$ cat src/rtl/matmul_pkg.sv
// Shared types and helpers for the matrix-multiply sequencer.
package matmul_pkg;

  localparam int DEF_DW = 8;
  localparam int DEF_SW = 32;

  typedef enum logic [2:0] {LOAD, ISSUE, WAIT, RESULT, DONE} state_t;

  typedef logic signed [DEF_DW-1:0] elem_t;
  typedef logic signed [DEF_SW-1:0] sum_t;

  // Index width that never collapses to zero bits, so N=1 still has a 1-bit port.
  function automatic int idx_w(input int n);
    return (n <= 1) ? 1 : $clog2(n);
  endfunction

endpackage

$ cat src/rtl/matmul_sequencer.sv
// Loads A and B element-serially, feeds each row/column pair to an external
// dot_product unit, and streams C[i][j] out over a valid/ready port.
module matmul_sequencer
  import matmul_pkg::*;
#(
  parameter int N      = 2,
  parameter int DW     = 8,
  parameter int SW     = 32,
  parameter int DP_LAT = 1
) (
  input  logic                 clk,
  input  logic                 reset,
  input  logic                 load_valid,
  output logic                 load_ready,
  input  logic [DW-1:0]        load_data,
  output logic                 dp_enable,
  output logic [N*DW-1:0]      dp_inp1,
  output logic [N*DW-1:0]      dp_inp2,
  input  logic [SW-1:0]        dp_sum,
  output logic                 res_valid,
  input  logic                 res_ready,
  output logic [SW-1:0]        res_data,
  output logic [idx_w(N)-1:0]  res_row,
  output logic [idx_w(N)-1:0]  res_col,
  output logic                 done
);

  localparam int NN = N * N;
  localparam int IW = idx_w(N);
  localparam int EW = idx_w(2 * NN);
  localparam int CW = idx_w(DP_LAT);

  state_t             state_reg;
  logic [EW-1:0]      e_reg;
  logic [IW-1:0]      i_reg;
  logic [IW-1:0]      j_reg;
  logic [CW-1:0]      wait_reg;
  logic [NN*DW-1:0]   a_reg;
  logic [NN*DW-1:0]   b_reg;
  logic [NN*DW-1:0]   a_next;
  logic [NN*DW-1:0]   b_next;
  logic [N*DW-1:0]    op1_next;
  logic [N*DW-1:0]    op2_next;
  logic               load_fire;
  logic               res_fire;
  logic               last_beat;
  logic               j_wrap;
  logic               last_prod;
  int                 nxt_i;
  int                 nxt_j;

  assign load_fire = (state_reg == LOAD) && load_valid && load_ready;
  assign res_fire  = (state_reg == RESULT) && res_valid && res_ready;
  assign last_beat = (e_reg == EW'(2 * NN - 1));
  assign j_wrap    = (j_reg == IW'(N - 1));
  assign last_prod = j_wrap && (i_reg == IW'(N - 1));

  // Storage including this cycle's beat, so the first operand fetch sees the final element.
  always_comb begin
    a_next = a_reg;
    b_next = b_reg;
    if (load_fire) begin
      if (int'(e_reg) < NN) a_next[int'(e_reg)*DW +: DW] = load_data;
      else                  b_next[(int'(e_reg) - NN)*DW +: DW] = load_data;
    end
  end

  // Coordinates of the product that the next ISSUE will present.
  always_comb begin
    nxt_i = 0;
    nxt_j = 0;
    if (state_reg == RESULT && !last_prod) begin
      nxt_i = j_wrap ? int'(i_reg) + 1 : int'(i_reg);
      nxt_j = j_wrap ? 0 : int'(j_reg) + 1;
    end
  end

  for (genvar gi = 0; gi < N; gi++) begin : g_gather
    assign op1_next[gi*DW +: DW] = a_next[(nxt_i*N + gi)*DW +: DW];
    assign op2_next[gi*DW +: DW] = b_next[(gi*N + nxt_j)*DW +: DW];
  end

  always_ff @(posedge clk or negedge reset) begin
    if (!reset) begin
      state_reg  <= LOAD;
      e_reg      <= '0;
      i_reg      <= '0;
      j_reg      <= '0;
      wait_reg   <= '0;
      a_reg      <= '0;
      b_reg      <= '0;
      load_ready <= 1'b1;
      dp_enable  <= 1'b0;
      dp_inp1    <= '0;
      dp_inp2    <= '0;
      res_valid  <= 1'b0;
      res_data   <= '0;
      res_row    <= '0;
      res_col    <= '0;
      done       <= 1'b0;
    end else begin
      a_reg     <= a_next;
      b_reg     <= b_next;
      dp_enable <= 1'b0;
      done      <= 1'b0;
      case (state_reg)
        LOAD: begin
          if (load_fire) begin
            e_reg <= e_reg + 1'b1;
            if (last_beat) begin
              state_reg  <= ISSUE;
              load_ready <= 1'b0;
              dp_enable  <= 1'b1;
              dp_inp1    <= op1_next;
              dp_inp2    <= op2_next;
            end
          end
        end
        ISSUE: begin
          wait_reg  <= '0;
          state_reg <= WAIT;
        end
        WAIT: begin
          if (wait_reg == CW'(DP_LAT - 1)) begin
            res_data  <= dp_sum;
            res_row   <= i_reg;
            res_col   <= j_reg;
            res_valid <= 1'b1;
            state_reg <= RESULT;
          end else begin
            wait_reg <= wait_reg + 1'b1;
          end
        end
        RESULT: begin
          if (res_fire) begin
            res_valid <= 1'b0;
            if (last_prod) begin
              state_reg <= DONE;
              done      <= 1'b1;
            end else begin
              i_reg     <= IW'(nxt_i);
              j_reg     <= IW'(nxt_j);
              state_reg <= ISSUE;
              dp_enable <= 1'b1;
              dp_inp1   <= op1_next;
              dp_inp2   <= op2_next;
            end
          end
        end
        DONE: begin
          e_reg      <= '0;
          i_reg      <= '0;
          j_reg      <= '0;
          load_ready <= 1'b1;
          state_reg  <= LOAD;
        end
        default: state_reg <= LOAD;
      endcase
    end
  end

endmodule

$ cat config.mk
export PLATFORM = sky130hd
export DESIGN_NAME = matmul_sequencer
export DESIGN_NICKNAME = d
export VERILOG_FILES = /design/src/rtl/matmul_pkg.sv /design/src/rtl/matmul_sequencer.sv
export SDC_FILE = /design/constraint.sdc
export NUM_CORES = 1
export LEC_CHECK = 0
export BUFFER_PORTS_ARGS = -buffer_cell sky130_fd_sc_hd__clkbuf_2
export CAP_MARGIN = 20
export CORE_MARGIN = 2
export CORE_UTILIZATION = 40
export CTS_BUF_LIST = sky130_fd_sc_hd__clkbuf_2
export CTS_CLUSTER_SIZE = 28
export DETAILED_ROUTE_END_ITERATION = 7
export GPL_TIMING_DRIVEN = 0
export PLACE_DENSITY_LB_ADDON = 0.08
export SLEW_MARGIN = 20
export SYNTH_ARGS = -nofsm -noshare
export SYNTH_HDL_FRONTEND = slang
export SYNTH_SLANG_ARGS = --single-unit
$ cat constraint.sdc
create_clock -name clk -period 3.3 [get_ports clk]
set_input_delay 0.165 -clock clk [delete_from_list [all_inputs] [get_ports clk]]
set_output_delay 0.165 -clock clk [all_outputs]
set_load 0.05 [all_outputs]
; ---- After elaboration in Yosys (flattened, before gate mapping)
; Cells that the tools add are included.
[word_totals]
word_cells = 115
output_inout_bits = 70
register_bits = 143
[classes]
n_eq_ne = 10
n_mux = 50
n_addsub = 9
n_shift = 8
n_bitwise = 1
n_reduce_logical = 20
order_cmp = 1
[op_table]
columns = op, count
row1 = 2-to-1 mux 16 bit, 8
row2 = 2-to-1 mux 32 bit, 4
row3 = indexed part select 32 x 32 -> 8 bit, 4
row4 = "variable shift 8 x 33 -> 32 bit, first input constant", 2
row5 = indexed part select 8 x 33 -> 32 bit, 2
row6 = bitwise mux 32 bit, 2
row7 = one-hot mux 16 bit (2 select lines), 2
row8 = negator 6 -> 33 bit, 1
row9 = negator 7 -> 33 bit, 1
row10 = "adder 29 x 2 -> 29 bit, second input constant", 1
row11 = "adder 3 x 29 -> 29 bit, first input constant", 1
row12 = 2-to-1 mux 3 bit, 6
row13 = 2-to-1 mux 1 bit, 16
row14 = one-hot mux 1 bit (2 select lines), 6
row15 = one-hot mux 3 bit (4 select lines), 1
row16 = "inequality test 2 bit, second input constant", 5
row17 = nonzero test 2 bit, 5
row18 = AND reduction 3 bit, 3
row19 = 2-to-1 mux 2 bit, 4
row20 = "== test 3 x 2 -> 1 bit, second input constant", 2
row21 = "== test 3 bit, second input constant", 2
row22 = logical AND 1 bit, 6
row23 = one-hot mux 3 bit (2 select lines), 1
row24 = AND reduction 5 bit, 1
row25 = other kinds (11), 13

; ---- Longest topological paths before layout
; Gate-level depths: netlist of run 1.
[depth]
depth_word = 10
depth_mapped = 10

; ---- Worst setup path after synthesis of run 1
; OpenSTA, ideal clock, no wires.
[synth_path]
path_type = reg-to-reg
startpoint = reg e_reg[0]
endpoint = reg dp_inp2[11]
t_arrival_ps = 2207
stages_incl_launch_ff = 10
setup_slack_ps = 989
synth_period_minus_slack_ps = 2311
setup_time_ps = 104
cell_sequence = dfrtp_1 -> buf_2 -> inv_1 -> ha_1 -> inv_1 -> ha_1 -> nor4bb_1 -> nand4_2 -> mux2i_1 -> a221oi_1
[synth_between]
elab_chain_cells = 10
elab_cells_between_ends = 17
[synth_rtl]
columns = item, line
row1 = "start, declared", matmul_sequencer.sv:34  ; logic [EW-1:0] e_reg;
row2 = "start signal, assigned", matmul_sequencer.sv:109  ; e_reg <= e_reg + 1'b1;
row3 = subtractor 3 x 3 -> 4 bit, matmul_sequencer.sv:64  ; else b_next[(int'(e_reg) - NN)*DW +: DW] = load_data;
row4 = negator 7 -> 33 bit, matmul_sequencer.sv:64
row5 = indexed part select 8 x 33 -> 32 bit or variable shift 8 x 33 -> 32 bit (tied branches), matmul_sequencer.sv:64
row6 = bitwise mux 32 bit, matmul_sequencer.sv:64
row7 = 2-to-1 mux 32 bit, matmul_sequencer.sv:63  ; if (int'(e_reg) < NN) a_next[int'(e_reg)*DW +: DW] = load_data;
row8 = 2-to-1 mux 32 bit, matmul_sequencer.sv:62  ; if (load_fire) begin
row9 = indexed part select 32 x 32 -> 8 bit, matmul_sequencer.sv:80  ; assign op2_next[gi*DW +: DW] = b_next[(gi*N + nxt_j)*DW +: DW];
row10 = "2-to-1 mux 16 bit, on equally long branches", "matmul_sequencer.sv:137, matmul_sequencer.sv:110"
row11 = "2-to-1 mux 16 bit, on equally long branches", "matmul_sequencer.sv:135, matmul_sequencer.sv:108"
row12 = one-hot mux 16 bit (2 select lines), matmul_sequencer.sv:106  ; case (state_reg)
row13 = "end signal, assigned", matmul_sequencer.sv:115  ; dp_inp2 <= op2_next;
row14 = "end signal, assigned", matmul_sequencer.sv:146  ; dp_inp2 <= op2_next;
row15 = "end, declared", matmul_sequencer.sv:18  ; output logic [N*DW-1:0] dp_inp2,
; Parallel ways exist; a longest one is shown, timed or not. The select of a mux whose other input is x is not followed.
; A chain may end at the register's enable or synchronous reset.

; ---- Final worst setup path of run 1
; Ends and elaborated chain as after synthesis.

==> out/results.tsv, run 1 <==
stage	metric	value	unit
synthesis	leading_post_synthesis_cells_by_cell_area	sky130_fd_sc_hd__dfrtp_1 (58%), sky130_fd_sc_hd__mux2_2 (7.8%), sky130_fd_sc_hd__mux2i_1 (4.0%)	
finish	share_of_post_route_cells_with_drive_strength_above_1	0.334	
timing	final_max_slew_viol_count	0	
worst_setup_path	cp_cell_sequence	buf_2, inv_1, ha_1, inv_1, ha_1, nor4bb_1, nand4_2, mux2i_1, a221oi_1	
synthesis	synth_seq_cells	142	
timing	final.period_utilization	0.842	
min_path	worst_hold_path_type	in2reg	
routing	drc_errors	0	
power_and_ir_drop	cellLeakagePower	3.94	nW
routing	wl	14800	µm
clock_network	cts_post_setup_buffers_inserted	0	
synthesis	postSynth.asyncResetShare	1.00	
timing	timing.final.hold_violations	0	
worst_setup_path	crit_path_end_kind	flip-flop	
die	die_height	127	µm
grt	number_of_antenna_violations_at_the_first_check_in_global_routing	0	
die	die_w	127	µm
power_and_ir_drop	max_vdd_drop	0.000578	V
grt	first_global_vias	4693	
clock_network	ctsHtreeMaxLevel	4	
power_and_ir_drop	power_density	916	nW/µm²
timing	layout_min_cycle_time	2.78	ns
worst_setup_path	critPathKind	reg2reg	
finish	fillCellCount	1389	
finish	syn_to_final_growth	24.1	%
finish	mostFrequentLayoutCell	sky130_fd_sc_hd__dfrtp_1	
synthesis	synth_largest_type_area_fraction	0.583	
die	initial_util	0.413	
worst_setup_path	worst-endpoint-arrival	3.35	ns
clock_network	cts_buffer_depth	2	
clock_network	clock_insertion_delay_worst_skew	0.67	ns
timing	fin_worst_setup_slack	0.523	ns
grt	globalRoute.totalOverflow	0	
worst_setup_path	critical-path-slowest-cell	sky130_fd_sc_hd__nand4_2	
die	rows	44	
clock_network	cts_inserted_buffers	17	
finish	multi_input_comb_area	2160	µm²
clock_network	cts.reportedPaths.clkPinSlew	0.20	ns
place	io_buffer_count	112	
routing	vias_per_cell	5.04	
worst_setup_path	critPathMaxStageDelay	0.44	ns
synthesis	dominantRegCellSynth	sky130_fd_sc_hd__dfrtp_1	
clock_network	clk_root_buffer_cell	sky130_fd_sc_hd__clkbuf_2	
worst_setup_path	worstRegToRegCells	9	
synthesis	synth_cell_types	51	
timing	rsz0062_at_grt	false	
synthesis	yosysTopAreaCell	sky130_fd_sc_hd__dfrtp_1	
synthesis	avgSynthCellArea	12.0	µm²
die	core_area	14600	µm²
routing	vias	4432	
synthesis	synth_seq_area_share	0.587	
timing	timing.clock.skew	0.0200	ns
timing	setup_violations	0	
timing	fin_setup_tns	0	ns
die	design.die.area	16100	µm²
worst_setup_path	path_max_fanout	10	
finish	num_antenna_cells	0	
timing	timing_worst_slew_pin_value	0.689	ns
synthesis	post_synth_inst_count	505	
worst_setup_path	cp-start-kind	flip-flop	
worst_setup_path	req_time_crit_path	3.87	ns
synthesis	syn-cell-area	6050	µm²
grt	grt_first_pass_wirelength	24400	µm
timing	achievable-frequency	0.360	GHz
clock_network	cts_tree	done	
synthesis	ys_warnings	0	
clock_network	cts.sinks	142	
place	finalWeightedCongestion	0.730	
grt	grt_start_max_net_pins	78	
min_path	hold_path_depth	3	
finish	layout.area.seq	3550	µm²
routing	drt.antenna.violating_nets	0	
die	ioPinCount	114	
place	place_inst	802	
finish	finalCoreUtilization	0.513	
timing	max-slew-margin-rel	0.539	
routing	detail_routed_net_length_per_standard_cell	16.9	µm
grt	groute.usage.overall	0.193	
routing	number_of_design_rule_violations_left_by_the_first_detailed_router_iteration	179	
flow_run	max_cap_violations	0	
finish	final_cell_count_no_fill	879	
place	pre_cts_ws	0.537	ns
routing	first_pass_iters	4	
place	post-dp-hpwl	9780	µm
synthesis	synth_edf_count	0	
synthesis	synth.net_count	556	
finish	final_nets	734	
outcome	outcome	finished clean	
finish	layout.cells.most_common_list	sky130_fd_sc_hd__dfrtp_1 (141), sky130_fd_sc_hd__clkbuf_2 (132), sky130_fd_sc_hd__inv_1 (55)	
==> routing by layer <==
metal,vias to the layer above,part of all wire,track usage
met5,-,0,0
met4,0,0.013,0.0543
met3,13,0.057,0.0570
met2,124,0.49,0.326
met1,2202,0.44,0.245
li1,2093,-,-
==> critical path: cells and delay by family, from the launching register on <==
| kind | cells | cell delay [ns] |
|---|---|---|
| AO/OA/AOI/OAI | 1 | 0.29 |
| buffers and inverters | 3 | 0.39 |
| adder cells (fa/ha/maj) | 2 | 0.51 |
| flip-flops | 1 | 0.42 |
| multiplexers | 1 | 0.25 |
| AND/OR/NAND/NOR | 2 | 0.82 |
==> stage by stage <==
stage          power, W  hold WS, ns  cell area, µm²
3_5_place_dp    0.00610        0.196            6880
4_1_cts         0.00696      0.00507            7500
2_1_floorplan   0.00520       -0.131            6050
5_1_grt         0.00732        0.160            7510
3_3_place_gp    0.00603        0.386            6840
6_report        0.00689        0.249            7510
==> what timing repair did <==
action                                 in CTS  in global routing
hold buffers                               45                  1
gates resized for setup                     0                  0
endpoints found under the hold margin     264                  4
==> layout make-up <==
type                    instances  share of cell area
plain buffers                  23              0.0170
clock buffers                  21              0.0140
clock inverters                10             0.00666
inverters                      57              0.0285
multi-input cells             283               0.287
flip-flops and latches        142               0.473
well taps                     184              0.0306
repair buffers                159               0.143
==> final timing paths <==
path / startpoint / endpoint / slack (ns)
max: e_reg[0] / dp_inp2[11] / 0.52
min reg2reg: a_reg[27] / a_reg[27] / 0.49
max in group asynchronous: reset / i_reg / 2.33
min: dp_sum[18] / res_data[18] / 0.25
max reg2reg: e_reg[0] / dp_inp2[11] / 0.52
min in group asynchronous: reset / b_reg[30] / 0.59
==> synth_stat cells (7+ instances only) <==
| library cell | count |
|---|---|
| sky130_fd_sc_hd__dfrtp_1 | 141 |
| sky130_fd_sc_hd__inv_1 | 55 |
| sky130_fd_sc_hd__mux2_2 | 42 |
| sky130_fd_sc_hd__nand2_1 | 41 |
| sky130_fd_sc_hd__nor2_1 | 41 |
| sky130_fd_sc_hd__mux2i_1 | 24 |
| sky130_fd_sc_hd__o21ai_0 | 23 |
| sky130_fd_sc_hd__a221oi_1 | 21 |
| sky130_fd_sc_hd__buf_2 | 15 |
| sky130_fd_sc_hd__nor3_1 | 11 |
| sky130_fd_sc_hd__a211oi_2 | 10 |
| sky130_fd_sc_hd__a22o_1 | 7 |
| sky130_fd_sc_hd__ha_1 | 7 |
==> report_power, final <==
group | internal [W] | switching, W
registers | 0.00224 | 0.000308
logic | 0.00104 | 0.00252
clock network | 0.000187 | 0.000595
==> cells by family (layout without fill, tap and decap cells) <==
| logic type | count (synthesis) | after routing | share of synthesized area |
|---|---|---|---|
| compound gates | 71 | 71 | 0.0938 |
| xor+xnor | 1 | 1 | 0.00145 |
| fa+ha+maj | 7 | 7 | 0.0145 |
| buf+inv | 80 | 270 | 0.0564 |
| flops | 142 | 142 | 0.587 |
| mux | 71 | 71 | 0.127 |
| simple gates | 133 | 133 | 0.119 |
Power figures use the tool's default switching activity.
==> run 2, diff against run 1 <==
- clock period: 3.3 -> 2.3 ns (I/O delays scaled with it)
==> run 2 against run 1 <==
Net effect:
- non-clock buffer count rose by 12
- sequential power rose by 43%
- final cell count is 1.5% higher
- flip-flop and latch count is the same
- clock power increased by 110%
- critical endpoint is now dp_inp1[11]
==> out/results.tsv, run 2 (same netlist as run 1, synthesis figures left out) <==
stage	metric	value	unit	change
timing	timing.final.hold_violations	0		unchanged
power_and_ir_drop	cellLeakagePower	4.05	nW	+2.8%
routing	wl	14900	µm	+0.40%
clock_network	clk_root_buffer_cell	sky130_fd_sc_hd__clkbuf_2		
routing	vias	4458		+0.59%
clock_network	cts_buffer_depth	2		unchanged
finish	final_cell_count_no_fill	892		+1.5%
die	design.die.area	16100	µm²	unchanged
clock_network	cts_tree	done		
min_path	worst_hold_path_type	in2reg		
routing	drc_errors	0		unchanged
worst_setup_path	cp.depth	7		-2
clock_network	cts.sinks	142		unchanged
min_path	hp-start	dp_sum[14]		
routing	drt.antenna.violating_nets	0		unchanged
finish	share_of_post_route_cells_with_drive_strength_above_1	0.376		+0.0419
grt	grt_first_pass_wirelength	24100	µm	-0.99%
place	io_buffer_count	112		unchanged
timing	max-slew-margin-rel	0.587		+0.0478
worst_setup_path	cp_cell_sequence	inv_1, ha_4, ha_1, and4bb_2, nand4_4, mux2i_1, a221oi_1		
clock_network	cts_inserted_buffers	17		unchanged
finish	num_antenna_cells	0		unchanged
timing	layout_min_cycle_time	2.21	ns	-0.562 ns
min_path	hold_path_depth	3		unchanged
routing	vias_per_cell	5.00		-0.88%
grt	first_global_vias	4649		-0.94%
timing	final_max_slew_viol_count	0		unchanged
timing	achievable-frequency	0.451	GHz	+25%
timing	final.period_utilization	0.963		+0.121
worst_setup_path	cp-start-kind	flip-flop		
worst_setup_path	path_delay_family	simple AND/OR/NAND/NOR gates		
clock_network	clock_insertion_delay_worst_skew	0.71	ns	+0.04 ns
grt	number_of_antenna_violations_at_the_first_check_in_global_routing	0		unchanged
finish	mostFrequentLayoutCell	sky130_fd_sc_hd__dfrtp_1		
place	place_inst	802		unchanged
worst_setup_path	critical-path-slowest-cell	sky130_fd_sc_hd__dfrtp_2		
finish	finalCoreUtilization	0.537		+0.0242
timing	rsz0062_at_grt	true		
place	postPlaceCellArea	6880	µm²	unchanged
worst_setup_path	worstRegToRegCells	7		-2
timing	hold_ws	0.159	ns	-0.0896 ns
clock_network	cts.reportedPaths.clkPinSlew	0.21	ns	about the same
routing	number_of_design_rule_violations_left_by_the_first_detailed_router_iteration	218		+22%
clock_network	ctsHtreeMaxLevel	4		unchanged
power_and_ir_drop	power_density	1370	nW/µm²	+49%
place	finalWeightedCongestion	0.764		+4.8%
routing	detail_routed_net_length_per_standard_cell	16.7	µm	-1.1%
timing	timing_worst_slew_pin_value	0.620	ns	-0.0687 ns
finish	post-route-cell-area	7870	µm²	+4.7%
worst_setup_path	critPathKind	reg2reg		
worst_setup_path	worst-endpoint-arrival	2.81	ns	-0.54 ns
grt	grt_start_max_net_pins	78		unchanged
grt	globalRoute.totalOverflow	0		unchanged
worst_setup_path	critPathMaxStageDelay	0.49	ns	+0.05 ns
timing	setup_violations	0		unchanged
die	die_height	127	µm	unchanged
finish	syn_to_final_growth	30.0	%	
worst_setup_path	path_max_fanout	8		-2
worst_setup_path	crit_path_end_kind	flip-flop		
grt	groute.usage.overall	0.193		-0.000198
finish	layout.cells.most_common_list	sky130_fd_sc_hd__dfrtp_1 (139), sky130_fd_sc_hd__clkbuf_2 (131), sky130_fd_sc_hd__inv_1 (52)		
die	rows	44		unchanged
die	die_w	127	µm	unchanged
worst_setup_path	req_time_crit_path	2.89	ns	-0.98 ns
timing	timing.clock.skew	0.0369	ns	+0.0169 ns
routing	first_pass_iters	4		unchanged
worst_setup_path	reg2reg_from	e_reg[1]		
finish	final_nets	746		+1.6%
die	ioPinCount	114		unchanged
die	core_area	14600	µm²	unchanged
place	post-dp-hpwl	9920	µm	+1.5%
outcome	outcome	finished clean		
flow_run	max_cap_violations	0		unchanged
worst_setup_path	startpoint	e_reg[1]		
die	initial_util	0.413		unchanged
power_and_ir_drop	max_vdd_drop	0.000880	V	+52%
worst_setup_path	critical_path_buf_inv_count	1		-2
## run 2: what timing repair did
| item | in CTS | in global routing |
|---|---|---|
| pin swaps | 8 | 7 |
| endpoints found under the hold margin | 279 | 0 |
| buffers inserted | 7 | 6 |
| hold buffers | 45 | 0 |
| resized for setup | 16 | 18 |
| endpoints found under the setup margin | 88 | 52 |
## run 2: power by group
part | leakage, nW | total [W] | switching, W | internal, W
clock | 0.153 | 0.00161 | 0.000897 | 0.000716
combinational | 2.16 | 0.00550 | 0.00375 | 0.00175
sequential | 1.73 | 0.00365 | 0.000428 | 0.00322
total | 4.05 | 0.0108 | 0.00507 | 0.00569
## run 2: cell type report
class                   count  area [µm²]
plain buffers              23         146
clock buffers              20         100
clock inverters            12         169
fillers                  1326        6780
inverters                  57         221
multi-input cells         283        2290
flip-flops and latches    142        3560
well taps                 184         230
repair buffers            171        1160
## run 2: tightest hold or removal path: stages
cell	delay, ns
sky130_fd_sc_hd__dlygate4sd3_1	0.52
sky130_fd_sc_hd__clkbuf_2	0.09
sky130_fd_sc_hd__mux2_2	0.13
## run 2: worst paths after layout
| check | to | slack, ns |
|---|---|---|
| max | dp_inp1[11] | 0.09 |
| min | res_data[14] | 0.16 |
| max reg2reg | dp_inp1[11] | 0.09 |
| min reg2reg | a_reg[27] | 0.49 |
| max in group asynchronous | res_data[1] | 1.02 |
| min in group asynchronous | dp_inp2[3] | 0.53 |
## run 2: per-stage QoR
stage	setup slack [ns]	total power [W]	TNS, ns
3_3_place_gp	-1.24	0.00864	-187.76
5_1_grt	-0.0116	0.0114	-0.0213
3_5_place_dp	-0.414	0.00873	-16.48
4_1_cts	0.0183	0.0106	0
2_1_floorplan	0.00592	0.00746	0
6_report	0.0850	0.0108	0
## run 2: per-layer routing
layer | vias up | share of wire | GRT usage
met5 | - | 0 | 0
met1 | 2217 | 0.46 | 0.256
met3 | 10 | 0.056 | 0.0607
met2 | 116 | 0.47 | 0.311
li1 | 2115 | - | -
met4 | 0 | 0.0093 | 0.0504
==> run 3, diff against run 2 <==
- CORE_ASPECT_RATIO: default -> 0.75
- CTS_CLUSTER_DIAMETER: default -> 60
==> run 3 against run 2 <==
Net effect:
- non-clock buffer count rose by 1
- core utilization grew 0.89 points
- power increased by 3.0%
- critical endpoint is now b_reg[8]
- largest cell class unchanged
==> out/results.tsv, run 3 (same netlist as run 1, synthesis figures left out) <==
stage	metric	value	unit	change
outcome	outcome	finished clean		
grt	grt_first_pass_wirelength	25100	µm	+4.0%
routing	vias	4509		+1.1%
routing	number_of_design_rule_violations_left_by_the_first_detailed_router_iteration	210		-3.7%
clock_network	cts_buffer_depth	2		unchanged
place	post-dp-hpwl	10100	µm	+2.1%
die	core_area	14600	µm²	unchanged
clock_network	cts_tree	done		
worst_setup_path	cp-start-kind	flip-flop		
grt	grt.met1_usage	0.275		+0.0190
power_and_ir_drop	cellLeakagePower	4.10	nW	+1.3%
grt	globalRoute.totalOverflow	0		unchanged
finish	final_cell_count_no_fill	909		+1.9%
timing	timing.final.hold_violations	0		unchanged
grt	number_of_antenna_violations_at_the_first_check_in_global_routing	0		unchanged
timing	setup_violations	0		unchanged
clock_network	clock_insertion_delay_worst_skew	0.69	ns	-0.02 ns
timing	timing_worst_slew_pin_value	0.628	ns	+0.00794 ns
die	rows	38		-14%
routing	drc_errors	0		unchanged
timing	max-slew-margin-rel	0.581		-0.00530
finish	mostFrequentLayoutCell	sky130_fd_sc_hd__dfrtp_1		
grt	global_route.usage.met2	0.309		-0.00113
grt	grtUsageMet3	0.0649		+0.00416
clock_network	clk_root_buffer_cell	sky130_fd_sc_hd__clkbuf_2		
routing	wl	15200	µm	+2.0%
routing	detail_routed_net_length_per_standard_cell	16.7	µm	about the same
worst_setup_path	critical-path-slowest-cell	sky130_fd_sc_hd__dfrtp_2		
die	initial_util	0.413		unchanged
finish	syn_to_final_growth	32.1	%	
die	die_height	111	µm	-13%
place	place_inst	818		+2.0%
worst_setup_path	cp_cell_sequence	inv_2, ha_4, inv_2, ha_4, nand4b_1, nor3_4, buf_6, mux2_2		
timing	final.period_utilization	0.961		-0.00175
worst_setup_path	critPathMaxStageDelay	0.53	ns	+0.04 ns
power_and_ir_drop	power_density	1390	nW/µm²	+1.3%
finish	fillCellCount	1327		+0.075%
worst_setup_path	path_max_fanout	10		+2
timing	hold_ws	0.168	ns	+0.00904 ns
min_path	hold_path_depth	3		unchanged
min_path	worst_hold_path_type	in2reg		
finish	post-route-cell-area	8000	µm²	+1.7%
grt	grt_start_max_net_pins	82		+5.1%
flow_run	max_cap_violations	0		unchanged
worst_setup_path	req_time_crit_path	2.88	ns	about the same
power_and_ir_drop	max_vdd_drop	0.000945	V	+7.3%
worst_setup_path	crit_path_end_kind	flip-flop		
finish	layout.cells.most_common_list	sky130_fd_sc_hd__dfrtp_1 (139), sky130_fd_sc_hd__clkbuf_2 (129), sky130_fd_sc_hd__inv_1 (51)		
die	design.die.area	16100	µm²	about the same
die	die_w	146	µm	+15%
clock_network	cts_inserted_buffers	17		unchanged
clock_network	cts.reportedPaths.clkPinSlew	0.19	ns	-0.02 ns
finish	num_antenna_cells	0		unchanged
clock_network	ctsHtreeMaxLevel	4		unchanged
die	ioPinCount	114		unchanged
worst_setup_path	worst-endpoint-arrival	2.80	ns	about the same
timing	rsz0062_at_grt	true		
grt	first_global_vias	4673		+0.52%
routing	first_pass_iters	4		unchanged
timing	final_max_slew_viol_count	0		unchanged
place	io_buffer_count	112		unchanged
timing	layout_min_cycle_time	2.21	ns	-0.00404 ns
routing	vias_per_cell	4.96		-0.75%
place	postPlaceCellArea	6900	µm²	+0.29%
grt	most_used_routing_layer	met2		
worst_setup_path	critPathKind	reg2reg		
grt	groute.usage.overall	0.199		+0.00600
timing	timing.clock.skew	0.0201	ns	-0.0168 ns
clock_network	cts.sinks	142		unchanged
finish	final_nets	747		+0.13%
worst_setup_path	worstRegToRegCells	8		+1
timing	achievable-frequency	0.452	GHz	+0.18%
finish	share_of_post_route_cells_with_drive_strength_above_1	0.377		+0.000881
routing	drt.antenna.violating_nets	0		unchanged
place	finalWeightedCongestion	0.846		+11%
run 3: cell types whose count changed in the layout (fill, tap and decap cells not counted), sizes merged:
cell and change:
buf +3, clkbuf -4, bufinv +2, clkinv +4, clkinvlp -3, dlygate4sd3 -1
run 3: layout make-up:
type                       instances  area (µm²)  share of cell area
tap                              200         250              0.0313
buffer                            23         155              0.0194
sequential                       142        3560               0.445
inverter                          57         221              0.0277
timing repair buffer             172        1180               0.148
multi-input combinational        283        2320               0.290
clock inverter                    15         224              0.0280
clock buffer                      17        85.1              0.0106
run 3: what timing repair did:
item	in CTS	in global routing
endpoints found under the hold margin	274	0
setup endpoints to repair	93	69
resized for setup	20	24
pin swaps	8	10
hold buffers	45	0
buffers inserted	8	6
run 3: per-stage QoR:
stage	utilization	total power, W	TNS [ns]	worst slack, ns
detailed placement	0.471	0.00875	-16.93	-0.465
global placement	0.469	0.00867	-188.76	-1.25
global route	0.546	0.0117	-0.0639	-0.0281
CTS	0.535	0.0109	0	0.0301
floorplan	-	0.00746	0	0.00592
finish	0.546	0.0111	0	0.0890
run 3: path summary, 6_finish.rpt:
| check | startpoint | slack, ns | to |
|---|---|---|---|
| worst max register to register | e_reg[1] | 0.09 | b_reg[8] |
| worst max-delay path | e_reg[1] | 0.09 | b_reg[8] |
| worst min register to register | a_reg[17] | 0.50 | a_reg[17] |
| max in group asynchronous | reset | 1.40 | load_ready |
| worst min-delay path | dp_sum[30] | 0.17 | res_data[30] |
| min in group asynchronous | reset | 0.50 | res_data[5] |
run 3: where the power goes:
group          internal, W  total [W]  switching [W]
logic              0.00182    0.00564        0.00382
clock network     0.000910    0.00179       0.000880
registers          0.00322    0.00364       0.000427
total              0.00595     0.0111        0.00513
run 3: per-layer routing:
metal | vias up | routed length (µm)
li1 | 2132 | -
met1 | 2262 | 7040
met2 | 109 | 7030
met3 | 6 | 992
met4 | 0 | 105
met5 | - | 0
run 3: worst max-delay path, delay by kind of cell, from the launching register on:
kind	cells	cell delay [ns]
mux	1	0.33
buf+inv	3	0.32
flops	1	0.53
simple gates	2	0.54
fa+ha+maj	2	0.39
